### src/rtl/param_alu_core.sv
// Parametrised register-file ALU core: switch-bank loads plus a
// four-state read/exec/write sequencer feeding the display path.
module param_alu_core #(
  parameter int WIDTH = 8,
  parameter int DEPTH = 4,
  parameter int AW    = $clog2(DEPTH)
) (
  input  logic             clock,
  input  logic             reset_n,
  input  logic             load,
  input  logic [WIDTH-1:0] sw_data,
  input  logic [AW-1:0]    wr_addr,
  input  logic             start,
  input  logic [2:0]       opcode,
  input  logic [AW-1:0]    src_a,
  input  logic [AW-1:0]    src_b,
  input  logic [AW-1:0]    dst,
  output logic [WIDTH-1:0] result,
  output logic             carry,
  output logic             z,
  output logic             negative,
  output logic             overflow,
  output logic             busy,
  output logic             done,
  output logic [2:0]       op_last
);

  typedef enum logic [1:0] {IDLE, READ, EXEC, WRITE} state_e;

  state_e           state_q, state_d;
  logic [WIDTH-1:0] regs_q [DEPTH];
  logic [2:0]       op_q;
  logic [AW-1:0]    sa_q, sb_q, dst_q;
  logic [WIDTH-1:0] a_q, b_q, alu_q;
  logic             alu_c_q, alu_v_q;
  logic [WIDTH-1:0] res_q;
  logic             c_q, z_q, n_q, v_q, done_q;
  logic [2:0]       op_last_q;

  logic [WIDTH:0]   sum, diff;
  logic [WIDTH-1:0] alu_r;
  logic             alu_c, alu_v;

  always_comb begin
    state_d = state_q;
    unique case (state_q)
      IDLE:  if (!load && start) state_d = READ;
      READ:  state_d = EXEC;
      EXEC:  state_d = WRITE;
      WRITE: state_d = IDLE;
      default: state_d = IDLE;
    endcase
  end

  always_comb begin
    sum   = {1'b0, a_q} + {1'b0, b_q};
    diff  = {1'b0, a_q} - {1'b0, b_q};
    alu_r = '0;
    alu_c = 1'b0;
    alu_v = 1'b0;
    unique case (op_q)
      3'b000: begin
        alu_r = sum[WIDTH-1:0];
        alu_c = sum[WIDTH];
        alu_v = (a_q[WIDTH-1] == b_q[WIDTH-1]) &&
                (alu_r[WIDTH-1] != a_q[WIDTH-1]);
      end
      3'b001: begin
        // the extra MSB of the widened difference is the borrow
        alu_r = diff[WIDTH-1:0];
        alu_c = diff[WIDTH];
        alu_v = (a_q[WIDTH-1] != b_q[WIDTH-1]) &&
                (alu_r[WIDTH-1] != a_q[WIDTH-1]);
      end
      3'b010: alu_r = a_q & b_q;
      3'b011: alu_r = a_q | b_q;
      3'b100: alu_r = a_q ^ b_q;
      3'b101: begin
        alu_r = {a_q[WIDTH-2:0], 1'b0};
        alu_c = a_q[WIDTH-1];
      end
      3'b110: begin
        alu_r = {1'b0, a_q[WIDTH-1:1]};
        alu_c = a_q[0];
      end
      3'b111: alu_r = a_q;
      default: alu_r = a_q;
    endcase
  end

  always_ff @(posedge clock or negedge reset_n) begin
    if (!reset_n) begin
      state_q   <= IDLE;
      for (int i = 0; i < DEPTH; i++) regs_q[i] <= '0;
      op_q      <= '0;
      sa_q      <= '0;
      sb_q      <= '0;
      dst_q     <= '0;
      a_q       <= '0;
      b_q       <= '0;
      alu_q     <= '0;
      alu_c_q   <= 1'b0;
      alu_v_q   <= 1'b0;
      res_q     <= '0;
      c_q       <= 1'b0;
      z_q       <= 1'b0;
      n_q       <= 1'b0;
      v_q       <= 1'b0;
      done_q    <= 1'b0;
      op_last_q <= '0;
    end else begin
      state_q <= state_d;
      done_q  <= (state_q == WRITE);
      unique case (state_q)
        IDLE: begin
          if (load) begin
            regs_q[wr_addr] <= sw_data;
          end else if (start) begin
            op_q  <= opcode;
            sa_q  <= src_a;
            sb_q  <= src_b;
            dst_q <= dst;
          end
        end
        READ: begin
          a_q <= regs_q[sa_q];
          b_q <= regs_q[sb_q];
        end
        EXEC: begin
          alu_q   <= alu_r;
          alu_c_q <= alu_c;
          alu_v_q <= alu_v;
        end
        WRITE: begin
          regs_q[dst_q] <= alu_q;
          res_q         <= alu_q;
          c_q           <= alu_c_q;
          z_q           <= (alu_q == '0);
          n_q           <= alu_q[WIDTH-1];
          v_q           <= alu_v_q;
          op_last_q     <= op_q;
        end
        default: ;
      endcase
    end
  end

  assign result   = res_q;
  assign carry    = c_q;
  assign z        = z_q;
  assign negative = n_q;
  assign overflow = v_q;
  assign busy     = (state_q != IDLE);
  assign done     = done_q;
  assign op_last  = op_last_q;

endmodule

### config.mk
export PLATFORM = sky130hd
export DESIGN_NAME = param_alu_core
export DESIGN_NICKNAME = d
export VERILOG_FILES = /design/src/rtl/param_alu_core.sv
export SDC_FILE = /design/constraint.sdc
export NUM_CORES = 1
export LEC_CHECK = 0
export ABC_CLOCK_PERIOD_IN_PS = 4500
export CORE_MARGIN = 2
export CORE_UTILIZATION = 50
export DETAILED_ROUTE_END_ITERATION = 8
export PLACE_DENSITY_LB_ADDON = 0.1
export SLEW_MARGIN = 15
export SYNTH_ARGS = -nofsm -noshare
export SYNTH_HDL_FRONTEND = slang
export SYNTH_SLANG_ARGS = --single-unit
### constraint.sdc
create_clock -name clock -period 4.5 [get_ports clock]
set_input_delay 0.675 -clock clock [delete_from_list [all_inputs] [get_ports clock]]
set_output_delay 0.675 -clock clock [all_outputs]
set_load 0.02 [all_outputs]
==> impl_metrics.yaml, run 1 <==
clock_tree:
  htree_levels: 3
  cts_buffers: 9
  clkTransAtPathRegs_ns: 0.09
  tritoncts: "yes"
  cts_buffer_depth: 2
  cts_setup_buffers: 0
  hold_buffers: 0
  cts.repair.resized: 0
  clkSinkCount: 84
  root_buffer: "clkbuf_8"
  clkLatencyLatePin_ns: 0.37
placed_design:
  dp_cells: 700
  gp_congestion: 0.904
  dpl.hpwl_mm: 9.43
  post_dp_cell_area_mm2: 0.00576
  io_buffers: 39
global_route:
  antenna_found_initial: 0
  grt_pass1_wl_mm: 22.1
  grt_usage_pct: 24.8
  overflow: 0
  grt_max_degree: 85
  grt_pass1_vias: 4249
yosys:
  ys_types: 57
  netlist_area_mm2: 0.00535
  synthesis.nets: 613
  ys_seq_area_share_pct: 39.3
  synth_cells: 558
  syn_area_per_cell_um2: 9.59
  yosysWarnings: 0
  ys.flop_type: "dfrtp_1"
  synth_edf_count: 0
  async_reset_ff_share_pct: 100
  yosys_register_bits: 84
timing:
  final.setup.tns_ns: 0
  hold_viol_final: 0
  period_minus_slack_ns: 2.83
  worst-slew-pin-transition_ns: 1.06
  setup_viol: 0
  skew_ns: 0.00853
  slew-limit-headroom_pct: 29.3
  layout_worst_path_cycle_share_pct: 63.0
  max_freq_ghz: 0.353
  slew_viol_final: 0
  rsz0062_at_grt: "false"
  holdWs_ns: 0.343
pwr:
  power.density_mw_per_mm2: 686
  ir_worst_vdd_mv: 0.352
  leakage_nw: 2.45
cells_and_area:
  syn2layout_area_growth_pct: 12.0
  stdcell_area_mm2: 0.00599
  n_fill_cell: 951
  layout.cells.non_filler: 718
  nNetsFinal: 632
  drive_gt1_share_pct: 12.5
  diodes: 0
  fin_util_pct: 57.8
critical_path:
  critPathKind: "reg -> reg"
  endpoint_kind: "flip-flop"
  cp.required_ns: 4.70
  crit_path_max_incr_delay_ns: 0.90
  critical_path_buf_inv_count: 0
  cp-start-kind: "flip-flop"
  reg2reg_depth: 4
  r2r-end: "regs_q[31]$_DFFE_PN0P_"
  slowest_stage: "ha_2"
  r2r_slack_ns: 1.67
  critPathTopFamily: "compound AO/OA/AOI/OAI gates"
  r2r_start: "state_q[0]$_DFFE_PN0P_"
  critPathMaxFanout: 58
  crit_arrival_ns: 3.04
  path_cells: "ha_2 > nor2_1 > a22oi_1 > o21ai_0"
drt:
  drc: 0
  drt_iter0_drc: 215
  vias_per_cell: 5.95
  num_vias: 4274
  drt-total-wl_mm: 13.1
  avgRoutedWirePerCell_um: 18.3
  ant_nets: 0
  drt-pass1-iter-count: 5
min_path:
  min_path_type: "in -> async"
run_status:
  outcome: "finished, final reports clean"
die:
  die_area_mm2: 0.0116
  rows: 37
  dieHeight_um: 107
  start_util_pct: 51.6
  io_pins: 40
  core_mm2: 0.0104
  die_width_um: 107
flow_run:
  maxCapViolations: 0
## power by group
| part | total [W] | switching (W) | internal (W) | leakage [nW] |
|---|---|---|---|---|
| clock | 0.000597 | 0.000286 | 0.000310 | 0.109 |
| combinational | 0.00206 | 0.00115 | 0.000909 | 1.25 |
| sequential | 0.00146 | 0.000420 | 0.00104 | 1.09 |
| total | 0.00411 | 0.00185 | 0.00226 | 2.45 |
## Yosys cell counts (6+ instances only)
| cell type | count | area [µm²] |
|---|---|---|
| ha_1 | 30 | 375 |
| buf_2 | 15 | 75.1 |
| nand2_1 | 71 | 267 |
| dfrtp_1 | 84 | 2100 |
| a21oi_1 | 20 | 100 |
| inv_1 | 42 | 158 |
| a22oi_1 | 6 | 45.0 |
| mux2i_1 | 7 | 70.1 |
| a31oi_1 | 13 | 81.3 |
| mux2_2 | 16 | 180 |
| a32oi_1 | 26 | 228 |
| nor2b_1 | 15 | 93.8 |
| mux4_2 | 19 | 428 |
| nor2_1 | 26 | 97.6 |
| o21ai_0 | 64 | 320 |
| nand3_1 | 6 | 30.0 |
| o21ai_1 | 12 | 60.1 |
| clkbuf_1 | 14 | 52.6 |
## per-stage QoR
step                      total power, W  setup slack [ns]
final                            0.00411              1.67
after global routing             0.00444              1.35
after CTS                        0.00411              1.45
after detailed placement         0.00350              1.40
after global placement           0.00346              1.48
after floorplan                  0.00292              2.45
## worst max path at each step
stage | start | endpoint | depth (start not counted)
global route | state_q[0]$_DFFE_PN0P_ | regs_q[31]$_DFFE_PN0P_ | 4
floorplan | a_q[0]$_DFFE_PN0N_ | alu_c_q$_DFFE_PN0P_ | 9
detailed placement | wr_addr[0] | regs_q[8]$_DFFE_PN0P_ | 4
global placement | wr_addr[0] | regs_q[9]$_DFFE_PN0P_ | 4
CTS | state_q[0]$_DFFE_PN0P_ | regs_q[2]$_DFFE_PN0P_ | 5
finish | state_q[0]$_DFFE_PN0P_ | regs_q[31]$_DFFE_PN0P_ | 4
## cell usage in the layout, fill, tap and decap left out, types with 3 or more instances in the layout
cell / count
o21ai_1: 12
nor2b_1: 15
o31ai_1: 3
a211oi_1: 3
a22oi_1: 6
buf_4: 3
inv_1: 42
a21oi_1: 20
nor2_2: 3
nand3_1: 6
o21a_1: 3
a221oi_1: 4
a31oi_1: 12
mux2_2: 16
clkdlybuf4s50_1: 38
dfrtp_1: 84
nor2_1: 26
clkinv_2: 3
o21bai_1: 3
or3_1: 3
ha_1: 29
nand2_1: 71
mux4_2: 19
nand2b_1: 4
a32oi_1: 26
xnor2_1: 4
o21ai_0: 64
mux2i_1: 7
clkbuf_8: 9
inv_2: 3
## flip-flops by register name (all words and copies together), names as in the netlist, 3 cells and up
register	count
op_q	3
regs_q	32
alu_q	8
result	8
a_q	8
op_last	3
b_q	8
## layout make-up
cell class              instances  area, µm²  share of cell area, %
clock buffers                   9        124                   2.07
clock inverters                 7       91.3                   1.52
inverters                      45        169                   2.82
multi-input cells             394       2920                   48.7
flip-flops and latches         84       2100                   35.1
well taps                     136        170                   2.84
repair buffers                 43        419                   6.99
## worst register-to-register path, stage by stage, from the launching register on
cell and delay, ns:
dfrtp_1 0.40, ha_2 0.90, nor2_1 0.23, a22oi_1 0.90, o21ai_0 0.24
## metal layers
layer  routed length [µm]  GRT usage, %  vias up  part of all wire, %
met5                    0             0        -                    0
met4                  406          11.8        0                  3.1
li1                     -             -     2049                    -
met1                 6060          34.6     2074                   46
met2                 6100          38.2      125                   46
met3                  589          3.39       26                  4.5
## logic make-up after synthesis
family / after synthesis / share of synthesized area (%)
xor gates and xnor gates: 6 / 0.982
and+or+nand+nor: 138 / 11.6
AOI/OAI and AO/OA: 176 / 21.4
muxes: 42 / 12.7
buffers and inverters: 80 / 6.38
DFF: 84 / 39.3
adders and majority gates: 32 / 7.76
No activity file was read; power rests on OpenSTA's default activity.
==> run 2, diff against run 1 <==
Settings changed: ABC_CLOCK_PERIOD_IN_PS 4500 to 3000.
Clock period 4.5 ns to 3 ns, I/O delays scaled along.
==> run 2 against run 1 <==
  * Fmax grew 15%
  * Largest power group unchanged
  * Die area did not move
  * Routed wire length is 1.8% higher
  * First-iteration DRC count grew 15%
  * Design area rose by 1.1%
  * Core utilization increased by 0.63 points
  * Sequential power grew 47%
  * Sequential share of layout area down 0.38 points
  * Cell count up 1.4%
  * Combinational power grew 56%
==> impl_metrics.yaml, run 2 (synthesized netlist as in run 1, its figures left out) <==
run_status:
  outcome: "finished, final reports clean"
timing:
  rsz0062_at_grt: "false"
  setup_viol: 0
  slew_viol_final: 0
  max_freq_ghz: 0.406
  final.setup.tns_ns: 0
  holdWs_ns: 0.0649
  skew_ns: 0.0108
  hold_viol_final: 0
  slew-limit-headroom_pct: 27.2
  worst-slew-pin-transition_ns: 1.09
  layout_worst_path_cycle_share_pct: 82.1
  period_minus_slack_ns: 2.46
flow_run:
  maxCapViolations: 0
clock_tree:
  clkTransAtPathRegs_ns: 0.08
  tritoncts: "yes"
  cts_setup_buffers: 0
  clkSinkCount: 84
  cts_buffer_depth: 2
  hold_buffers: 0
  root_buffer: "clkbuf_8"
  cts_buffers: 9
  htree_levels: 3
  cts.repair.resized: 0
  clkLatencyLatePin_ns: 0.36
cells_and_area:
  final_common_cell: "dfrtp_1"
  drive_gt1_share_pct: 13.7
  multi_input_area_mm2: 0.00291
  largest_reg_flops: 32
  nNetsFinal: 643
  regMostFlops: "regs_q"
  seqCellArea_mm2: 0.00210
  syn2layout_area_growth_pct: 13.2
  n_fill_cell: 975
  layout.cells.non_filler: 728
  diodes: 0
  final_cell_mix: "dfrtp_1, nand2_1, o21ai_0, inv_1, clkdlybuf4s50_1"
critical_path:
  r2r-end: "alu_c_q$_DFFE_PN0P_"
  endpoint_kind: "flip-flop"
  r2r_start: "a_q[0]$_DFFE_PN0N_"
  crit_path_max_incr_delay_ns: 0.48
  reg2reg_depth: 9
  cp.required_ns: 3.28
  cp-start-kind: "flip-flop"
  critPathKind: "reg -> reg"
  critical_path_buf_inv_count: 2
  critPathMaxFanout: 4
  crit_top_cell: "inv_1"
  slowest_stage: "a2111oi_0"
  path_cells: "inv_1 > ha_1 > inv_1 > fa_1 > a21oi_2 > o221ai_2 > a2111oi_0 > a211oi_1 > a21oi_1"
  r2r_slack_ns: 0.54
  critPathTopFamily: "compound AO/OA/AOI/OAI gates"
  crit_arrival_ns: 2.75
drt:
  num_vias: 4312
  drt_iter0_drc: 248
  drt-pass1-iter-count: 5
  drt-total-wl_mm: 13.4
  avgRoutedWirePerCell_um: 18.4
  vias_per_cell: 5.92
  ant_nets: 0
  drc: 0
global_route:
  grt_max_degree: 51
  antenna_found_initial: 0
  grt_pass1_wl_mm: 22.1
  grt_usage_pct: 24.7
  grt_pass1_vias: 4231
  overflow: 0
die:
  die_area_mm2: 0.0116
  rows: 37
  dieHeight_um: 107
  core_mm2: 0.0104
  die_width_um: 107
  start_util_pct: 51.6
  io_pins: 40
placed_design:
  dp_cells: 713
  gp_congestion: 0.838
  dpl.hpwl_mm: 9.91
  io_buffers: 39
pwr:
  power.density_mw_per_mm2: 1030
  ir_worst_vdd_mv: 0.518
  leakage_nw: 2.49
min_path:
  min_path_type: "in -> async"
## run 2: worst max path at each step
| stage | depth (start not counted) | slack [ns] | end | startpoint |
|---|---|---|---|---|
| final | 9 | 0.54 | alu_c_q$_DFFE_PN0P_ | a_q[0]$_DFFE_PN0N_ |
| after global routing | 9 | 0.40 | alu_c_q$_DFFE_PN0P_ | a_q[0]$_DFFE_PN0N_ |
| after CTS | 9 | 0.53 | alu_c_q$_DFFE_PN0P_ | a_q[0]$_DFFE_PN0N_ |
| after detailed placement | 4 | 0.51 | regs_q[25]$_DFFE_PN0P_ | wr_addr[1] |
| after global placement | 9 | 0.53 | alu_c_q$_DFFE_PN0P_ | a_q[0]$_DFFE_PN0N_ |
| after floorplan | 9 | 0.95 | alu_c_q$_DFFE_PN0P_ | a_q[0]$_DFFE_PN0N_ |
## run 2: worst register-to-register path, delay by kind of cell (launching register included)
family | cells | cell delay (ns)
compound gates | 5 | 1.12
fa+ha+maj | 2 | 0.62
flops | 1 | 0.42
buf+inv | 2 | 0.24
## run 2: through the flow
stage	instance area, µm²	util, %	total power (W)	worst slack, ns
after floorplan	5350	-	0.00439	0.950
after global placement	5850	56.5	0.00527	0.528
after detailed placement	5850	56.5	0.00533	0.512
after CTS	6060	58.4	0.00623	0.532
after global routing	6060	58.4	0.00670	0.397
final	6060	58.4	0.00622	0.537
## run 2: where the power goes
group / switching, W / total, W / internal [W]
clock: 0.000411 / 0.000873 / 0.000462
sequential: 0.000575 / 0.00214 / 0.00156
combinational: 0.00180 / 0.00321 / 0.00141
## run 2: cell type report
type	instances	share of cell area, %
timing repair buffer	54	8.26
multi-input combinational	394	48.1
clock buffer	10	2.11
clock inverter	5	1.28
sequential	84	34.7
tap	136	2.81
inverter	45	2.79
## run 2: layer usage
layer | routed length [µm] | vias up | global-route usage, % | part of all wire [%]
met3 | 448 | 21 | 2.48 | 3.3
met4 | 240 | 0 | 9.34 | 1.8
met1 | 6340 | 2116 | 35.1 | 47
met5 | 0 | - | 0 | 0
met2 | 6350 | 106 | 39.2 | 47
li1 | - | 2069 | - | -
==> run 3, diff against run 2 <==
Settings changed: ABC_CLOCK_PERIOD_IN_PS 3000 to 2230.
Clock period 3 ns to 2.23 ns, I/O delays scaled along.
==> run 3 against run 2 <==
  * Critical path depth unchanged
  * Design area increased by 4.6%
  * Register-to-register slack got worse by 0.41 ns
  * Die area unchanged
  * Largest power group unchanged
  * Sequential cell count unchanged
  * Combinational power increased by 46%
  * Core utilization increased by 2.7 points
  * Non-clock buffer count increased by 23
  * Worst hold slack improved by 0.39 ns
  * Power increased by 41%
  * Fmax increased by 17%
  * Sequential power increased by 33%
==> impl_metrics.yaml, run 3 (synthesized netlist as in run 1, its figures left out) <==
global_route:
  grt_pass1_vias: 4303
  grt_usage_pct: 24.9
  grt_max_degree: 54
  grt_pass1_wl_mm: 22.4
  antenna_found_initial: 0
  overflow: 0
timing:
  rsz0062_at_grt: "true"
  max_freq_ghz: 0.475
  hold_viol_final: 0
  layout_worst_path_cycle_share_pct: 94.4
  final.setup.tns_ns: 0
  slew-limit-headroom_pct: 53.6
  slew_viol_final: 0
  skew_ns: 0.0102
  setup_viol: 0
  layout_setup_ws_ns: 0.124
  period_minus_slack_ns: 2.11
  worst-slew-pin-transition_ns: 0.694
pwr:
  power_switching_w: 0.00391
  ir_worst_vdd_mv: 0.771
  leakage_nw: 2.64
  combPwrFrac_pct: 53.3
  switching_share_pct: 44.5
  clkPwrFrac_pct: 14.3
  p_int_w: 0.00489
  power.density_mw_per_mm2: 1390
  power_w: 0.00880
  seq_power_share_pct: 32.4
clock_tree:
  tritoncts: "yes"
  clkSinkCount: 84
  htree_levels: 3
  cts_buffers: 9
  root_buffer: "clkbuf_8"
  clkLatencyLatePin_ns: 0.37
  cts_buffer_depth: 2
  clkTransAtPathRegs_ns: 0.09
cells_and_area:
  final_cell_mix: "dfrtp_1, nand2_1, o21ai_0, inv_1"
  fin_util_pct: 61.1
  syn2layout_area_growth_pct: 18.4
  seqCellArea_mm2: 0.00210
  regMostFlops: "regs_q"
  diodes: 0
  largest_reg_flops: 32
  final_common_cell: "dfrtp_1"
  nNetsFinal: 666
  drive_gt1_share_pct: 19.2
  n_fill_cell: 903
  multi_input_area_mm2: 0.00298
die:
  rows: 37
  die_area_mm2: 0.0116
  core_mm2: 0.0104
  dieHeight_um: 107
  io_pins: 40
  start_util_pct: 51.6
  die_width_um: 107
drt:
  ant_nets: 0
  drt_iter0_drc: 256
  drt-pass1-iter-count: 5
  drt-total-wl_mm: 13.6
  num_vias: 4355
  avgRoutedWirePerCell_um: 18.0
  drc: 0
  vias_per_cell: 5.79
critical_path:
  endpoint_kind: "flip-flop"
  cp-start-kind: "flip-flop"
  cp.required_ns: 2.52
  crit_arrival_ns: 2.39
  critPathKind: "reg -> reg"
  critPathMaxFanout: 4
placed_design:
  io_buffers: 39
  place_ws_ns: -0.0213
  dpl.hpwl_mm: 9.89
  gp_congestion: 0.894
flow_run:
  maxCapViolations: 0
min_path:
  min_path_type: "in -> async"
run_status:
  outcome: "finished, final reports clean"
==> run 3: stage by stage <==
| stage | std cells | instance area, µm² | hold slack, ns |
|---|---|---|---|
| 2_1_floorplan | 558 | 5350 | 0.0389 |
| 3_3_place_gp | 730 | 5990 | 0.305 |
| 3_5_place_dp | 730 | 5990 | 0.305 |
| 4_1_cts | 748 | 6240 | 0.457 |
| 5_1_grt | 752 | 6340 | 0.491 |
| 6_report | 752 | 6340 | 0.451 |
==> run 3: layer usage <==
| layer | wire (µm) | up-vias | track usage, % |
|---|---|---|---|
| li1 | - | 2122 | - |
| met1 | 6600 | 2135 | 35.2 |
| met2 | 6420 | 84 | 40.4 |
| met3 | 381 | 14 | 3.45 |
| met4 | 161 | 0 | 7.05 |
| met5 | 0 | - | 0 |
==> run 3: timing repair <==
action / in CTS / in global routing
endpoints found under the setup margin: 1 / 6
buffers inserted: 1 / 4
hold endpoints to repair: 31 / 0
pin swaps: 0 / 8
gates resized for setup: 1 / 17
hold buffers: 1 / 0
==> run 3: final cells by class <==
cell class                      instances  area share [%]
Inverter                               45            2.66
Clock buffer                            9            1.95
Sequential cell                        84            33.2
Timing Repair Buffer                   77            10.9
Clock inverter                          7            1.56
Tap cell                              136            2.68
Multi-Input combinational cell        394            47.1
==> run 3: path summary, 6_finish.rpt <==
kind / start / end / slack [ns] / cells after the start
worst max-delay path: a_q[0]$_DFFE_PN0N_ / alu_q[6]$_DFFE_PN0P_ / 0.12 / 9
worst min-delay path: reset_n / regs_q[7]$_DFFE_PN0P_ / 0.45 / 2
worst max register to register: a_q[0]$_DFFE_PN0N_ / alu_q[6]$_DFFE_PN0P_ / 0.12 / 9
worst min register to register: regs_q[29]$_DFFE_PN0P_ / regs_q[29]$_DFFE_PN0P_ / 0.51 / 2
max in group asynchronous: reset_n / alu_q[0]$_DFFE_PN0P_ / 1.14 / 3
min in group clock: regs_q[29]$_DFFE_PN0P_ / regs_q[29]$_DFFE_PN0P_ / 0.51 / 2
==> run 3: critical path, stage by stage, from the launching register on <==
cell and delay (ns):
dfrtp_1 0.42, ha_4 0.17, inv_1 0.05, fa_2 0.36, nor2b_2 0.14, o31a_1 0.16, o21ai_1 0.07, and2_1 0.18
or3_1 0.31, a31oi_1 0.16
==> run 3: power groups by stage <==
stage               sequential [W]  clock [W]  combinational [W]
finish                     0.00285    0.00126            0.00470
global route               0.00294    0.00135            0.00520
CTS                        0.00284    0.00128            0.00448
global placement           0.00283          0            0.00438
floorplan                  0.00264          0            0.00326
detailed placement         0.00287          0            0.00444
